<file path="src/rtl/claw_pkg.sv">
// Shared types and constants for the claw-machine game controller.
package claw_pkg;

  // Game sequencer states, in the order a game walks through them.
  typedef enum logic [2:0] {
    IDLE,
    PLAY,
    DROP,
    GRAB,
    RISE,
    HOME,
    RESULT
  } state_t;

  // Phases of one timer request channel: parked, clearing the timer, counting.
  typedef enum logic [1:0] {
    T_IDLE,
    T_ARM,
    T_RUN
  } tphase_t;

  // Terminal count of the external play/motion timers; Timeout is asserted at this count.
  localparam int TIMER_TERMINAL = 10;

endpackage

</file>
<file path="src/rtl/claw_timer_req.sv">
// Requester side of one timer: clear pulse, then count enable until the
// timer reports terminal count or the sequencer abandons the phase.
module claw_timer_req
  import claw_pkg::*;
(
  input  logic clk,
  input  logic rst_n,
  input  logic i_start,
  input  logic i_stop,
  input  logic i_timeout,
  output logic o_clr,
  output logic o_en,
  output logic o_done
);

  tphase_t r_phase;
  logic    r_clr;
  logic    r_en;

  // Timeout only counts while we are enabling the timer; a stale terminal
  // level left over from the previous phase is ignored during the clear cycle.
  assign o_done = r_en & i_timeout;
  assign o_clr  = r_clr;
  assign o_en   = r_en;

  // Arm/run/stop handshake. A new start always wins so the sequencer can re-arm
  // on the very edge a previous phase finishes; the enable drops on the edge
  // that samples Timeout so the timer never counts past terminal.
  always_ff @(posedge clk or negedge rst_n) begin
    if (!rst_n) begin
      r_phase <= T_IDLE;
      r_clr   <= 1'b0;
      r_en    <= 1'b0;
    end else if (i_start) begin
      r_phase <= T_ARM;
      r_clr   <= 1'b1;
      r_en    <= 1'b0;
    end else if (i_stop) begin
      r_phase <= T_IDLE;
      r_clr   <= 1'b0;
      r_en    <= 1'b0;
    end else begin
      case (r_phase)
        T_ARM: begin
          r_phase <= T_RUN;
          r_clr   <= 1'b0;
          r_en    <= 1'b1;
        end
        T_RUN: begin
          if (i_timeout) begin
            r_phase <= T_IDLE;
            r_en    <= 1'b0;
          end
        end
        default: begin
          r_phase <= T_IDLE;
          r_clr   <= 1'b0;
          r_en    <= 1'b0;
        end
      endcase
    end
  end

endmodule

</file>
<file path="src/rtl/claw_game_ctrl.sv">
// Claw-machine game controller: coin credit, joystick play, drop/grab/rise
// claw sequence timed by Timer 2, return home and prize reporting.
module claw_game_ctrl
  import claw_pkg::*;
#(
  parameter int CREDIT_W   = 4,
  parameter int MAX_CREDIT = 9,
  parameter int POS_W      = 4,
  parameter int X_MAX      = 15,
  parameter int Y_MAX      = 15
) (
  input  logic                clk,
  input  logic                rst_n,
  input  logic                coin,
  input  logic                btn_drop,
  input  logic                joy_l,
  input  logic                joy_r,
  input  logic                joy_f,
  input  logic                joy_b,
  input  logic                move_tick,
  input  logic                Timeout1,
  input  logic                Timeout2,
  input  logic                prize_sensor,
  output logic                R_TR,
  output logic                En_T1,
  output logic                R_T2,
  output logic                En_T2,
  output logic [POS_W-1:0]    pos_x,
  output logic [POS_W-1:0]    pos_y,
  output logic                claw_down,
  output logic                claw_close,
  output logic                claw_up,
  output logic [CREDIT_W-1:0] credit,
  output logic                busy,
  output logic                prize_win
);

  state_t              r_state;
  logic [CREDIT_W-1:0] r_credit;
  logic [POS_W-1:0]    r_x;
  logic [POS_W-1:0]    r_y;
  logic                r_down;
  logic                r_close;
  logic                r_up;
  logic                r_busy;
  logic                r_win;

  logic w_credit_nz;
  logic w_leave_idle;
  logic w_done1;
  logic w_done2;
  logic w_start1;
  logic w_stop1;
  logic w_start2;
  logic w_x_inc;
  logic w_x_dec;
  logic w_y_inc;
  logic w_y_dec;

  assign w_credit_nz  = (r_credit != '0);
  assign w_leave_idle = (r_state == IDLE) && w_credit_nz;

  // Timer 1 is armed as play starts and dropped early if the player drops.
  assign w_start1 = w_leave_idle;
  assign w_stop1  = (r_state == PLAY) && btn_drop;

  // Timer 2 is re-armed on entry to each of DROP, GRAB and RISE.
  assign w_start2 = ((r_state == PLAY) && (btn_drop || w_done1)) ||
                    (((r_state == DROP) || (r_state == GRAB)) && w_done2);

  // Opposing joystick directions cancel; the walls clamp instead of wrapping.
  assign w_x_inc = move_tick && joy_r && !joy_l && (r_x != POS_W'(X_MAX));
  assign w_x_dec = move_tick && joy_l && !joy_r && (r_x != '0);
  assign w_y_inc = move_tick && joy_f && !joy_b && (r_y != POS_W'(Y_MAX));
  assign w_y_dec = move_tick && joy_b && !joy_f && (r_y != '0);

  claw_timer_req u_timer1 (
    .clk       (clk),
    .rst_n     (rst_n),
    .i_start   (w_start1),
    .i_stop    (w_stop1),
    .i_timeout (Timeout1),
    .o_clr     (R_TR),
    .o_en      (En_T1),
    .o_done    (w_done1)
  );

  claw_timer_req u_timer2 (
    .clk       (clk),
    .rst_n     (rst_n),
    .i_start   (w_start2),
    .i_stop    (1'b0),
    .i_timeout (Timeout2),
    .o_clr     (R_T2),
    .o_en      (En_T2),
    .o_done    (w_done2)
  );

  // Credit bank: a coin arriving in the same cycle a game is paid for cancels
  // the charge, so the count is left alone in that case even at saturation.
  always_ff @(posedge clk or negedge rst_n) begin
    if (!rst_n) begin
      r_credit <= '0;
    end else if (coin && !w_leave_idle) begin
      if (r_credit != CREDIT_W'(MAX_CREDIT)) begin
        r_credit <= r_credit + CREDIT_W'(1);
      end
    end else if (!coin && w_leave_idle) begin
      r_credit <= r_credit - CREDIT_W'(1);
    end
  end

  // Game sequencer with registered actuator, position and status outputs.
  // claw_close is held from GRAB until the claw is back home so the prize
  // stays gripped during the rise and the return trip.
  always_ff @(posedge clk or negedge rst_n) begin
    if (!rst_n) begin
      r_state <= IDLE;
      r_x     <= '0;
      r_y     <= '0;
      r_down  <= 1'b0;
      r_close <= 1'b0;
      r_up    <= 1'b0;
      r_busy  <= 1'b0;
      r_win   <= 1'b0;
    end else begin
      r_win <= 1'b0;
      case (r_state)
        IDLE: begin
          if (w_credit_nz) begin
            r_state <= PLAY;
            r_busy  <= 1'b1;
          end
        end
        PLAY: begin
          if (w_x_inc) begin
            r_x <= r_x + POS_W'(1);
          end else if (w_x_dec) begin
            r_x <= r_x - POS_W'(1);
          end
          if (w_y_inc) begin
            r_y <= r_y + POS_W'(1);
          end else if (w_y_dec) begin
            r_y <= r_y - POS_W'(1);
          end
          if (btn_drop || w_done1) begin
            r_state <= DROP;
            r_down  <= 1'b1;
          end
        end
        DROP: begin
          if (w_done2) begin
            r_state <= GRAB;
            r_down  <= 1'b0;
            r_close <= 1'b1;
          end
        end
        GRAB: begin
          if (w_done2) begin
            r_state <= RISE;
            r_up    <= 1'b1;
          end
        end
        RISE: begin
          if (w_done2) begin
            r_state <= HOME;
            r_up    <= 1'b0;
          end
        end
        HOME: begin
          if ((r_x == '0) && (r_y == '0)) begin
            r_state <= RESULT;
            r_close <= 1'b0;
          end else if (move_tick) begin
            if (r_x != '0) begin
              r_x <= r_x - POS_W'(1);
            end
            if (r_y != '0) begin
              r_y <= r_y - POS_W'(1);
            end
          end
        end
        RESULT: begin
          r_win   <= prize_sensor;
          r_state <= IDLE;
          r_busy  <= 1'b0;
        end
        default: begin
          r_state <= IDLE;
          r_down  <= 1'b0;
          r_close <= 1'b0;
          r_up    <= 1'b0;
          r_busy  <= 1'b0;
        end
      endcase
    end
  end

  assign pos_x      = r_x;
  assign pos_y      = r_y;
  assign claw_down  = r_down;
  assign claw_close = r_close;
  assign claw_up    = r_up;
  assign credit     = r_credit;
  assign busy       = r_busy;
  assign prize_win  = r_win;

endmodule

</file>
<file path="config.mk">
export PLATFORM = sky130hd
export DESIGN_NAME = claw_game_ctrl
export DESIGN_NICKNAME = d
export VERILOG_FILES = /design/src/rtl/claw_pkg.sv /design/src/rtl/claw_timer_req.sv /design/src/rtl/claw_game_ctrl.sv
export SDC_FILE = /design/constraint.sdc
export NUM_CORES = 1
export LEC_CHECK = 0
export CORE_AREA = 4 4 65 67
export DETAILED_ROUTE_END_ITERATION = 10
export DIE_AREA = 0 0 69 71
export DONT_BUFFER_PORTS = 1
export HOLD_SLACK_MARGIN = 0.03
export SETUP_SLACK_MARGIN = 0.2
export SLEW_MARGIN = 20
export SYNTH_ARGS = -nofsm -noshare
export SYNTH_HDL_FRONTEND = slang
export SYNTH_SLANG_ARGS = --single-unit
export TNS_END_PERCENT = 20
</file>
<file path="constraint.sdc">
create_clock -name clk -period 5.8 [get_ports clk]
set_input_delay 1.45 -clock clk [delete_from_list [all_inputs] [get_ports clk]]
set_output_delay 1.45 -clock clk [all_outputs]
set_load 0.1 [all_outputs]
</file>
==> metrics <==
result of the run finished, final reports clean; final worst path period need 3.45 ns; layout overhead on the synthesized area 5.64%; maximum clock skew at final layout about 0.0055 ns; layout cells sized above 1 8.65%; CP endpoint kind register; number of warnings printed during yosys synthesis 0; synthesized-area fraction occupied by and/or/nand/nor cells roughly a quarter; share of synthesized cell area in full adder, half adder and majority cells 6.77%; number of maximum-capacitance violations 0; dominant combinational cell family by area after synthesis simple AND/OR/NAND/NOR gates; actual transition at the worst max-transition pin ~1.1 ns; area of the core 0.00363 mm2; utilization after layout 51.6%; Detailed Route WL 3.83 mm; initial antenna violation count 0; synthesized netlist net count between 200 and 250; element type at the critical path start register; Min Hold Slack 0.556 ns; Seq/Total Area, Yosys 36.6%; number of antenna-violating nets in the routed design 0; number of buffers between clock root and the deepest sink 2; # port buffers 0; number of sinks driven by the clock tree 26; # H-tree levels 1; number of antenna diodes 0; die span in y 71 um; max-slew headroom at the worst pin 26.3%; drt wl/cell between 15 and 20 um; full die area 0.00490 mm2; largest net degree at the start of global routing 27; count of distinct cell types in the synthesized netlist between 60 and 70; routing usage on met3 3.27%; cell area after technology mapping 0.00178 mm2; buffers inserted during post-CTS setup optimization 0; drc violations 0; final count of pins violating max slew 0; path category of the worst min-delay check register to register; Placed Cells roughly 230; total congestion overflow after global routing 0; Clock Tree Root sky130_fd_sc_hd__clkbuf_8; Mean Syn Cell Area ~9.5 um2; global-route wire length before repair 6.52 mm; met2 layer usage reported by global route 28.6%; fraction of registers with async set or reset after synthesis between 90% and 100%; gate count after technology mapping 187; total iterations of the first detailed-routing run 4; met1 routing resource usage after global routing 19.1%; Final nets roughly 210; clock transition time at the flip-flop clock pins of the worst setup and hold paths 0.09 ns; maximum fanout along the worst path 9; via-per-instance ratio 6.07; setup repair after global routing missed its margin no; multiplexer fraction of the synthesized cell area between 3 and 4%; Synth Area in XOR/XNOR 3.95%; IO Pins 33; number of hold violations in the final report 0; Starting Density 48.9%; aggregate global-route resource usage 15.9%; CP required 5.96 ns; critical setup path kind register to register; Die W approximately 70 um; violation count after the first detailed-routing iteration 59; global-route layer with the greatest usage met2; CTS hold repair buffers 0; CTS buffer count 3; number of standard cells in the final layout excluding fillers 233; floorplan row count 22; ratio of final minimum period to clock period 59.5%; count of vias placed by the detailed router between 1000 and 1500; clock latency at the later pin of the worst-skew pair between 0.2 and 0.3 ns; fraction of the mapped netlist area in compound gates 20.4%; CTS tree done; final setup violating endpoints 0; HPWL after detailed placement 2.89 mm; Sum Neg Setup Slack 0 ns; post_cts resized 0; achievable clock frequency 290 MHz; Post-synth EDFFs 0; number of global-route vias before repair 1437; flip-flop and latch count after synthesis 26; routability cong. 0.850; most used flip-flop cell after synthesis sky130_fd_sc_hd__dfrtp_1; arrival time at the worst endpoint 3.61 ns
[synthesized netlist by cell type, types with 2 or more instances]
cell type                   instances  area [um2]
sky130_fd_sc_hd__dfrtp_1           26         651
sky130_fd_sc_hd__inv_1             12        45.0
sky130_fd_sc_hd__nor2_1            12        45.0
sky130_fd_sc_hd__nand2_1            9        33.8
sky130_fd_sc_hd__nand3_1            9        45.0
sky130_fd_sc_hd__o21ai_0            9        45.0
sky130_fd_sc_hd__ha_1               8         100
sky130_fd_sc_hd__nor3_1             8        40.0
sky130_fd_sc_hd__a21oi_1            6        30.0
sky130_fd_sc_hd__xnor2_1            5        43.8
sky130_fd_sc_hd__a211oi_1           4        30.0
sky130_fd_sc_hd__and3_1             4        25.0
sky130_fd_sc_hd__and3b_1            4        35.0
sky130_fd_sc_hd__clkbuf_1           4        15.0
sky130_fd_sc_hd__mux2_2             3        33.8
sky130_fd_sc_hd__nand2b_1           3        18.8
sky130_fd_sc_hd__nand3b_1           3        22.5
sky130_fd_sc_hd__or3_1              3        18.8
sky130_fd_sc_hd__xor2_1             3        26.3
sky130_fd_sc_hd__and2_1             2        12.5
sky130_fd_sc_hd__mux2i_1            2        20.0
sky130_fd_sc_hd__nand4_1            2        12.5
sky130_fd_sc_hd__nand4b_1           2        17.5
sky130_fd_sc_hd__nor2b_1            2        12.5
sky130_fd_sc_hd__nor3b_1            2        15.0
sky130_fd_sc_hd__o2111ai_1          2        17.5
sky130_fd_sc_hd__o22ai_1            2        12.5
sky130_fd_sc_hd__o32a_1             2        20.0
[cell type report]
| cell class | count | area, um2 |
|---|---|---|
| Tap cell | 48 | 60.1 |
| Fill cell | 351 | 1760 |
| Sequential cell | 26 | 651 |
| Inverter | 12 | 45.0 |
| Multi-Input combinational cell | 143 | 1050 |
| Clock inverter | 1 | 30.0 |
| Clock buffer | 3 | 41.3 |
[critical path, cell delays in order (launching register included)]
cell                      delay [ns]
sky130_fd_sc_hd__dfrtp_1        0.82
sky130_fd_sc_hd__nor4_1         0.83
sky130_fd_sc_hd__o21ai_0        0.35
sky130_fd_sc_hd__ha_1           0.41
sky130_fd_sc_hd__nand3_1        0.10
sky130_fd_sc_hd__and2_1         0.23
sky130_fd_sc_hd__o311a_1        0.33
sky130_fd_sc_hd__o32a_1         0.28
[metal layers]
metal  vias up  part of all wire, %  wire length (um)
li1        698                    -                 -
met1       676                   44              1670
met2        34                   48              1860
met3         6                  6.6               251
met4         0                  1.3                49
met5         -                    0                 0
[sequential cells by signal, summed over array words and instances (netlist names), 3 cells and up]
register	count
r_state	3
pos_x	4
pos_y	4
credit	4
[cells by family (layout without fill, tap and decap cells)]
family	after synthesis	in the layout
xor+xnor	8	8
buf+inv	18	16
fa+ha+maj	9	9
mux	5	5
compound gates	46	46
simple gates	75	75
flops	26	26
[per-stage QoR]
stage / cell area (um2) / worst slack, ns
floorplan: 1780 / 2.80
global placement: 1800 / 2.62
detailed placement: 1800 / 2.42
CTS: 1880 / 2.34
global route: 1880 / 2.15
finish: 1880 / 2.35
[cells in the final DEF, fill, tap and decap left out, types with 2 or more instances in the layout]
cell / n
sky130_fd_sc_hd__dfrtp_1: 26
sky130_fd_sc_hd__nand4_1: 2
sky130_fd_sc_hd__and3_1: 4
sky130_fd_sc_hd__o22ai_1: 2
sky130_fd_sc_hd__nor2b_1: 2
sky130_fd_sc_hd__inv_1: 12
sky130_fd_sc_hd__nand4b_1: 2
sky130_fd_sc_hd__ha_1: 8
sky130_fd_sc_hd__a21oi_1: 6
sky130_fd_sc_hd__nor3_1: 8
sky130_fd_sc_hd__or3_1: 3
sky130_fd_sc_hd__clkbuf_8: 3
sky130_fd_sc_hd__a211oi_1: 4
sky130_fd_sc_hd__xor2_1: 3
sky130_fd_sc_hd__o2111ai_1: 2
sky130_fd_sc_hd__nand3_1: 9
sky130_fd_sc_hd__and3b_1: 4
sky130_fd_sc_hd__nand2b_1: 3
sky130_fd_sc_hd__nand3b_1: 3
sky130_fd_sc_hd__mux2_2: 3
sky130_fd_sc_hd__nor3b_1: 2
sky130_fd_sc_hd__mux2i_1: 2
sky130_fd_sc_hd__o21ai_0: 9
sky130_fd_sc_hd__xnor2_1: 5
sky130_fd_sc_hd__nand2_1: 9
sky130_fd_sc_hd__and2_1: 2
sky130_fd_sc_hd__o32a_1: 2
sky130_fd_sc_hd__nor2_1: 12
[final timing paths]
| check | from | end | slack [ns] | cells past startpoint |
|---|---|---|---|---|
| worst max-delay path | credit[1] | credit[3] | 2.35 | 7 |
| worst min-delay path | u_timer2.r_phase[0] | u_timer2.o_en | 0.56 | 2 |
| worst max register to register | credit[1] | credit[3] | 2.35 | 7 |
| worst min register to register | u_timer2.r_phase[0] | u_timer2.o_en | 0.56 | 2 |
| max in group asynchronous | rst_n | credit[3] | 4.85 | 0 |
| min in group asynchronous | rst_n | claw_close | 0.86 | 0 |
Power is not shown: default switching activity piles up to over one toggle a cycle in this logic, so the estimate is an artifact.
